===== src/rtl/bm_gauss_combiner.sv =====
// Box-Muller output stage: combines a magnitude f with a sin/cos pair into two
// signed Q4.11 Gaussian samples, x0 = f*sin and x1 = f*cos, via a 4-state handshake FSM.
module bm_gauss_combiner #(
    parameter int CNT_WIDTH = 32
) (
    input  logic                 clk,
    input  logic                 reset,
    input  logic                 f_valid,
    input  logic [15:0]          f_data,
    input  logic                 trig_valid,
    input  logic [15:0]          sin_data,
    input  logic [15:0]          cos_data,
    input  logic                 sign_sin,
    input  logic                 sign_cos,
    input  logic                 out_ready,
    output logic                 in_ready,
    output logic                 out_valid,
    output logic [15:0]          x0,
    output logic [15:0]          x1,
    output logic [CNT_WIDTH-1:0] sample_count
);

    typedef enum logic [1:0] {
        S_IDLE,
        S_MUL,
        S_RND,
        S_OUT
    } state_t;

    state_t                 r_state;
    state_t                 w_next_state;

    logic [15:0]            r_f;
    logic [15:0]            r_sin;
    logic [15:0]            r_cos;
    logic                   r_sign_sin;
    logic                   r_sign_cos;
    logic                   r_f_have;
    logic                   r_t_have;
    logic [31:0]            r_prod_s;
    logic [31:0]            r_prod_c;
    logic [15:0]            r_x0;
    logic [15:0]            r_x1;
    logic                   r_out_valid;
    logic [CNT_WIDTH-1:0]   r_count;

    logic                   w_pair_ready;

    // An operand counts as present if it is already held or arriving on this edge.
    assign w_pair_ready = (r_f_have | f_valid) & (r_t_have | trig_valid);

    // Round UQ3.29 to Q4.11 magnitude (33-bit sum keeps the carry of the
    // all-ones product, giving at most 0x4000), then apply the quadrant sign.
    function automatic logic [15:0] round_sign(input logic [31:0] prod, input logic neg);
        logic [32:0] sum;
        logic [15:0] mag;
        sum = {1'b0, prod} + 33'h0_0002_0000;
        mag = {1'b0, sum[32:18]};
        return neg ? (16'h0000 - mag) : mag;
    endfunction

    always_ff @(posedge clk or posedge reset) begin
        if (reset) begin
            r_state <= S_IDLE;
        end else begin
            r_state <= w_next_state;
        end
    end

    always_comb begin
        // NOTE: default assigned first so no path through the case leaves it
        // unassigned, which would otherwise infer a latch.
        w_next_state = r_state;
        case (r_state)
            S_IDLE:  if (w_pair_ready) w_next_state = S_MUL;
            S_MUL:   w_next_state = S_RND;
            S_RND:   w_next_state = S_OUT;
            S_OUT:   if (out_ready) w_next_state = S_IDLE;
            default: w_next_state = S_IDLE;
        endcase
    end

    always_ff @(posedge clk or posedge reset) begin
        if (reset) begin
            r_f         <= '0;
            r_sin       <= '0;
            r_cos       <= '0;
            r_sign_sin  <= 1'b0;
            r_sign_cos  <= 1'b0;
            r_f_have    <= 1'b0;
            r_t_have    <= 1'b0;
            r_prod_s    <= '0;
            r_prod_c    <= '0;
            r_x0        <= '0;
            r_x1        <= '0;
            r_out_valid <= 1'b0;
            r_count     <= '0;
        end else begin
            case (r_state)
                S_IDLE: begin
                    // Newest value wins while waiting for the other operand.
                    if (f_valid) begin
                        r_f      <= f_data;
                        r_f_have <= 1'b1;
                    end
                    if (trig_valid) begin
                        r_sin      <= sin_data;
                        r_cos      <= cos_data;
                        r_sign_sin <= sign_sin;
                        r_sign_cos <= sign_cos;
                        r_t_have   <= 1'b1;
                    end
                end
                S_MUL: begin
                    r_prod_s <= {16'h0000, r_f} * {16'h0000, r_sin};
                    r_prod_c <= {16'h0000, r_f} * {16'h0000, r_cos};
                end
                S_RND: begin
                    r_x0        <= round_sign(r_prod_s, r_sign_sin);
                    r_x1        <= round_sign(r_prod_c, r_sign_cos);
                    r_out_valid <= 1'b1;
                end
                S_OUT: begin
                    if (out_ready) begin
                        r_out_valid <= 1'b0;
                        r_f_have    <= 1'b0;
                        r_t_have    <= 1'b0;
                        r_count     <= r_count + CNT_WIDTH'(1);
                    end
                end
                default: begin
                    r_out_valid <= 1'b0;
                end
            endcase
        end
    end

    assign in_ready     = (r_state == S_IDLE);
    assign out_valid    = r_out_valid;
    assign x0           = r_x0;
    assign x1           = r_x1;
    assign sample_count = r_count;

endmodule


===== config.mk =====
export PLATFORM = sky130hd
export DESIGN_NAME = bm_gauss_combiner
export DESIGN_NICKNAME = d
export VERILOG_FILES = /design/src/rtl/bm_gauss_combiner.sv
export SDC_FILE = /design/constraint.sdc
export NUM_CORES = 1
export LEC_CHECK = 0
export CORE_ASPECT_RATIO = 1.75
export CORE_UTILIZATION = 30
export DETAILED_ROUTE_END_ITERATION = 7
export SLEW_MARGIN = 25
export SYNTH_ARGS = -nofsm -noshare
export SYNTH_HDL_FRONTEND = slang
export SYNTH_SLANG_ARGS = --single-unit

===== constraint.sdc =====
create_clock -name clk -period 6.75 [get_ports clk]
set_clock_uncertainty 0.15 [all_clocks]
set_input_delay 1.35 -clock clk [delete_from_list [all_inputs] [get_ports clk]]
set_output_delay 1.35 -clock clk [all_outputs]
set_load 0.02 [all_outputs]

Word level (Yosys, flattened, before mapping)
Index checks and enable logic that the tools add are counted.
{"block": "word_totals", "reg_bits": 183, "out_inout_bits": 66}
{"block": "classes", "n_addsub": 5, "multipliers": 2, "eq_ne": 7, "n_mux": 11, "n_bitwise": 3, "reduce_logical": 10}
{"op": "adder 32 x 18 -> 33 bit, second input constant", "n": 2}
{"op": "multiplier 16 x 16 -> 32 bit", "n": 2}
{"op": "adder 32 x 1 -> 32 bit, second input constant", "n": 1}
{"op": "two-way mux 16 bit", "n": 2}
{"op": "subtractor 1 x 15 -> 16 bit, first input constant", "n": 2}
{"op": "AND reduction 2 bit", "n": 5}
{"op": "one-hot mux 2 bit (4 select lines)", "n": 1}
{"op": "!= test 2 bit, second input constant", "n": 3}
{"op": "one-hot mux 1 bit (2 select lines)", "n": 3}
{"op": "AND reduction 3 bit", "n": 2}
{"op": "equality test 2 bit, second input constant", "n": 2}
{"op": "two-way mux 2 bit", "n": 2}
{"op": "nonzero test 2 bit", "n": 2}
{"op": "two-way mux 1 bit", "n": 3}
{"op": "equality test 2 x 1 -> 1 bit, second input constant", "n": 1}
{"op": "logical NOT 2 bit", "n": 1}
{"op": "!= test 2 x 1 -> 1 bit, second input constant", "n": 1}
{"op": "bitwise OR 1 bit", "n": 2}
{"op": "AND 1 bit", "n": 1}

Longest topological paths before layout
{"block": "depth", "word_depth": 4, "depth_mapped": 23, "ltp_nobuf": 22}

Worst setup path after synthesis
Ideal clock, no wire load.
{"block": "synth_path", "kind": "register to register", "start": "register r_cos[7]", "end": "register r_prod_c[27]", "arrival_ns": 5.927, "required_ns": 6.475, "setup_slack_ns": 0.548, "path_stages_with_launch": 23, "path_buffers": 1, "cell_sequence": "dfrtp_1 clkbuf_1 nand2_1 fa_1 inv_1 fa_1 inv_1 fa_1 inv_1 fa_1 fa_1 inv_1 fa_1 inv_1 ha_1 a21o_1 a21o_1 a21o_1 a311o_1 a211oi_2 o21bai_1 xor2_1 mux2_2"}
{"block": "synth_via", "elab_chain_len": 1}
{"item": "start: declaration", "line": "35", "source": "logic [15:0] r_cos;"}
{"item": "start signal: assignment", "line": "108", "source": "r_cos <= cos_data;"}
{"item": "multiplier 16 x 16 -> 32 bit", "line": "116", "source": "r_prod_c <= {16'h0000, r_f} * {16'h0000, r_cos};"}
{"item": "end signal: assignment", "line": "116"}
{"item": "end: declaration", "line": "41", "source": "logic [31:0] r_prod_c;"}
No other way between the ends.
A chain may end at the register's enable or synchronous reset.

Worst setup path in the final report
{"block": "layout_path", "start": "register r_f[13]", "end": "register r_prod_c[29]"}
{"block": "layout_via", "elab_chain_len": 1}
{"item": "start: declaration", "line": "33", "source": "logic [15:0] r_f;"}
{"item": "start signal: assignment", "line": "103", "source": "r_f <= f_data;"}
{"item": "multiplier 16 x 16 -> 32 bit", "line": "116"}
No other way between the ends.

==> impl_metrics.tcl <==
set metrics [dict create \
    dieArea_mm2 0.0795 \
    synth_area_mm2 0.0235 \
    numCtsBuffers 17 \
    drtPass1Iterations 5 \
    area_growth_pct 14.1 \
    hold_class "reg -> reg" \
    routed_wl_um 61400 \
    setup-violations-final 0 \
    syn_area_per_cell_um2 9.41 \
    drtIter0Drc 653 \
    htree_levels 4 \
    grt_setup_unrepaired "no" \
    ys_ff_latch 149 \
    critPathSlowestCell "dfrtp_1" \
    core_area_mm2 0.0775 \
    row_count 135 \
    track_usage_pct 16.3 \
    cts_tree "yes" \
    crit_chain "buf_4, buf_4, and2_1, fa_1, inv_1, fa_1, fa_1, inv_1, fa_1, fa_1, inv_1, fa_1, inv_1, ha_1, a21o_1, a21oi_1, nor2b_1, a311o_1, a211oi_2, buf_4, o221a_2, xnor2_1, mux2_2" \
    wl_per_cell_um 16.9 \
    nets 3250 \
    grt_pass1_vias 19107 \
    slowest_delay_ns 0.54 \
    crit_fanout 9 \
    vias 17095 \
    critPathBufInv 7 \
    drc_errors 0 \
    finalMaxSlewViolations 0 \
    tightest_slew_ns 1.02 \
    layout-drive-gt1-share_pct 9.27 \
    crit_family "adder cells" \
    synth-async-reset-ratio_pct 100 \
    root_buffer "clkbuf_16" \
    postCtsHoldBufs 0 \
    final_cell_mix "inv_1 (473), fa_1 (386), nand2_1 (353)" \
    cts.clk_slew.worst_paths_ns 0.08 \
    cpMostUsedCell "fa_1" \
    required_ns 6.96 \
    seq_area_mm2 0.00374 \
    hold_viol_final 0 \
    crit_type "reg -> reg" \
    grt_max_degree 137 \
    relSlewSlack_pct 31.6 \
    start_util_pct 30.3 \
    place.gp.congestion 0.881 \
    vias_per_cell 4.70 \
    antenna_found_initial 3 \
    syn_nets 3148 \
    yosysWarnings 0 \
    multi_input_area_mm2 0.0175 \
    fmax_ghz 0.154 \
    cp_data_arrival_time_ns 6.71 \
    cts.repair.resized 0 \
    detailed_place_hpwl_um 49200 \
    clk_path_buf_depth 2 \
    ys.flop_type "dfrtp_1" \
    ys_types 83 \
    maxCapViolCount 0 \
    yosysSeqAreaShare_pct 15.9 \
    die_h_um 372 \
    clk_latency_ns 0.47 \
    ant_nets 0 \
    min_period_ns 6.50 \
    finalCritPeriodShare_pct 96.3 \
    final_common_cell "inv_1" \
    io_buffers 120 \
    grt_pass1_wl_um 99900 \
    postCtsSetupRepairBufs 0 \
    synth_enable_flop_cells 0 \
    synth_cells 2496 \
    status "finished clean" \
    ioPinCount 121 \
    setup_tns_ns 0 \
    grt-ovfl-total 0 \
    cp-end-kind "flip-flop" \
    cts_sinks 149 \
    fillers 7952 \
    start_kind "flip-flop" \
    die_width_um 214 \
]
==> logic make-up (layout without fill, tap and decap cells) <==
logic type / after synthesis / after routing / share of synthesized area, %
AOI/OAI and AO/OA: 178 / 178 / 5.05
other: 0 / 1 / 0
DFF: 149 / 149 / 15.9
adders and majority gates: 597 / 597 / 44.1
muxes: 100 / 100 / 4.75
and+or+nand+nor: 775 / 775 / 16.5
buffers and inverters: 589 / 704 / 9.60
xor gates and xnor gates: 108 / 108 / 4.06
==> synth_stat cells, types with 25 or more instances <==
master	count	area [µm²]
xor2_1	34	298
ha_1	211	2640
mux2_2	92	1040
nor2_1	46	173
inv_1	474	1780
a21oi_1	39	195
fa_1	386	7730
a21o_1	25	188
and2_1	235	1470
nand3_1	30	150
clkbuf_1	97	364
xnor2_1	73	639
o21ai_0	34	170
nand2_1	354	1330
dfrtp_1	149	3730
==> per-layer routing <==
metal	share of wire (%)	wire length [µm]	vias to the layer above	global-route usage, %
met5	0.055	34	-	0
met4	4.7	2900	4	8.16
met3	3.9	2410	137	2.34
met2	52	32100	366	29.6
met1	39	23900	8701	18.4
li1	-	-	7887	-
==> path summary, 6_finish.rpt <==
kind                                              startpoint                            to  slack [ns]  cells past startpoint
worst max-delay path                     r_f[13]$_DFFE_PP0P_      r_prod_c[29]$_DFFE_PP0N_        0.25                     23
worst min-delay path            sample_count[31]$_DFFE_PP0P_  sample_count[31]$_DFFE_PP0P_        0.33                      1
worst max register to register           r_f[13]$_DFFE_PP0P_      r_prod_c[29]$_DFFE_PP0N_        0.25                     23
worst min register to register  sample_count[31]$_DFFE_PP0P_  sample_count[31]$_DFFE_PP0P_        0.33                      1
max in group asynchronous                              reset           r_f[12]$_DFFE_PP0P_        4.28                      3
min in group asynchronous                              reset             x1[1]$_DFFE_PP0P_        1.01                      2
==> stage by stage <==
step | cell area, µm² | util, % | hold slack, ns | cells | setup WS, ns
3_3_place_gp | 26100 | 33.7 | 0.316 | 3606 | 0.236
5_1_grt | 26800 | 34.6 | 0.357 | 3638 | 0.0296
6_report | 26800 | 34.6 | 0.334 | 3639 | 0.246
2_1_floorplan | 23500 | - | 0.346 | 2496 | 0.548
3_5_place_dp | 26100 | 33.7 | 0.317 | 3606 | 0.0736
4_1_cts | 26800 | 34.5 | 0.335 | 3638 | 0.0591
==> layout make-up <==
class | count | area share, %
diodes | 1 | 0.00934
clock buffers | 18 | 1.64
clock inverters | 14 | 0.686
inverters | 476 | 6.69
multi-input cells | 1758 | 65.5
flip-flops and latches | 149 | 14.0
well taps | 1027 | 4.79
repair buffers | 196 | 6.75
==> flip-flops by register name (all words and copies together) (netlist names) <==
register      count
sample_count     32
out_valid         1
r_sign_cos        1
r_f_have          1
r_f              16
r_state           2
r_prod_c         15
r_sin            16
x1               16
r_t_have          1
r_prod_s         15
r_sign_sin        1
x0               16
r_cos            16
Power is not shown: default switching activity piles up to over one toggle a cycle in this logic, so the estimate is an artifact.
==> patch: new RTL, same settings <==
The parameter `CNT_WIDTH` goes from 32 to 48.
--- a/src/rtl/bm_gauss_combiner.sv
+++ b/src/rtl/bm_gauss_combiner.sv
@@ -1,7 +1,7 @@
 // Box-Muller output stage: combines a magnitude f with a sin/cos pair into two
 // signed Q4.11 Gaussian samples, x0 = f*sin and x1 = f*cos, via a 4-state handshake FSM.
 module bm_gauss_combiner #(
-    parameter int CNT_WIDTH = 32
+    parameter int CNT_WIDTH = 48
 ) (
     input  logic                 clk,
     input  logic                 reset,
Interface: changed (resized sample_count); port bits go from 121 to 137. The function was not compared with the original's and may differ.
==> patch against the unedited design <==
Sequential cell count is 16 higher; synthesized cell count is 1.2% higher; die area is 2.5% higher; via count is 2.4% higher; cell area is 3.4% higher; wire length is 1.6% higher; non-clock buffer count is 27 higher; worst setup slack better by 0.10 ns; area after synthesis is 2.5% higher.
Power is left out: the tool's default activity adds up to more than one toggle a clock period on the data nets, which glitch-free logic cannot reach.
==> patch: results (changes against the unedited design) <==
global placement routability congestion 0.877 (was 0.881); sequential-to-total area share from yosys stat 17.1% (was 15.9%); Synth async-reset ratio 100% (unchanged); H-tree Lvls 4 (unchanged); Net count, final 3304 (was 3250); R2R cell count 21 (was 23); FILL cells 8285 (was 7952); # DRC 0 (unchanged); Crit. Startpoint r_f[14] (was r_f[13]); antenna violations before repair 1 (was 3); gr usage total 16.2% (was 16.3%); Main synth FF type dfrtp_1 (unchanged); HP Start sample_count[47] (was sample_count[31]); hold-critical path depth 1 (unchanged); largest net degree at the start of global routing 59 (was 137); status complete, no violations (unchanged); drt pass-1 iters 5 (unchanged); # port buffers 136 (was 120); diode count 0 (was 1); CTS max path bufs 2 (unchanged); Iter 0 DRT Violations 769 (was 653); DP Area 27000 sq um (was 26100 sq um); average wire per standard cell 16.8 microns (was 16.9 microns); hpwl dp 50300 microns (was 49200 microns); hold crit path type reg2reg (unchanged); worst-path fanout max 13 (was 9); max reg flops 48 (was 32); via/cell ratio 4.72 (was 4.70); clk_lat worst skew 0.47 ns (about the same); EDFF count, synth 0 (unchanged); syn nets 3178 (was 3148); main area contributors after synthesis fa_1 (32%), dfrtp_1 (17%), ha_1 (11%), inv_1 (7.1%), and2_1 (6.1%) (was fa_1 (33%), dfrtp_1 (16%), ha_1 (11%), inv_1 (7.6%), and2_1 (6.3%)); Cell variety after synth 71 (was 83); Worst Tran Pin Value 0.904 ns (was 1.02 ns); clk slew on worst S/H paths 0.08 ns (about the same); share of cells above drive strength 1 9.68% (was 9.27%); Place WS 0.0467 ns (was 0.0736 ns); clk root buf clkbuf_16 (unchanged); Post-synth top cells inv_1 (458), fa_1 (386), nand2_1 (351) (was inv_1 (474), fa_1 (386), nand2_1 (354)); cts bufs inserted 17 (unchanged); synth warn 0 (unchanged); vias in the first global route 19400 (was 19100); first-pass GRT wire length 103000 microns (was 99900 microns); Worst EP arrival 6.65 ns (was 6.71 ns)
==> patch: final timing paths <==
path / endpoint / slack (ns)
worst max-delay path: r_prod_s[25] / 0.35
worst max register to register: r_prod_s[25] / 0.35
min in group asynchronous: sample_count[24] / 1.11
worst min-delay path: sample_count[47] / 0.33
max in group asynchronous: r_cos[5] / 4.12
worst min register to register: sample_count[47] / 0.33
==> patch: layout make-up <==
type	instances	share of cell area [%]
multi-input cells	1787	64.2
flip-flops and latches	165	15.0
repair buffers	223	7.59
inverters	458	6.22
well taps	1042	4.71
clock buffers	17	1.54
clock inverters	15	0.795
==> patch: metal layers <==
layer / part of all wire, % / vias to the layer above / GRT usage (%)
li1: - / 8046 / -
met1: 39 / 8942 / 18.3
met2: 52 / 379 / 29.1
met3: 3.6 / 142 / 2.33
met4: 5.2 / 0 / 8.68
met5: 0 / - / 0
==> patch: worst max-delay path: stages (launching register included) <==
cell      delay [ns]
dfrtp_1         0.70
nand2_1         0.17
fa_1            0.56
fa_1            0.55
inv_1           0.07
fa_1            0.49
fa_1            0.50
fa_1            0.50
inv_1           0.06
fa_1            0.48
inv_1           0.04
ha_1            0.29
and3_1          0.20
o211ai_1        0.10
a21oi_1         0.18
o311ai_1        0.16
a21oi_1         0.17
buf_4           0.16
o21a_1          0.13
nor2_1          0.07
or4b_1          0.50
nand3_1         0.09
==> patch: through the flow <==
stage,util (%),cells
after CTS,34.7,3702
after global placement,33.9,3670
after global routing,34.8,3707
final,34.8,3707
after detailed placement,33.9,3670
after floorplan,-,2526
==> patch: kinds of logic after synthesis <==
family	Yosys count	synth area share, %
flip-flops	165	17.1
XOR/XNOR	136	4.95
AND/OR/NAND/NOR	779	16.1
adder cells (fa/ha/maj)	597	43.0
AO/OA/AOI/OAI	168	4.63
buffers and inverters	574	9.11
multiplexers	107	4.99
==> patch: timing repair <==
action,in CTS,in global routing
setup buffers,0,5
endpoints found under the setup margin,0,15
resized for setup,0,16
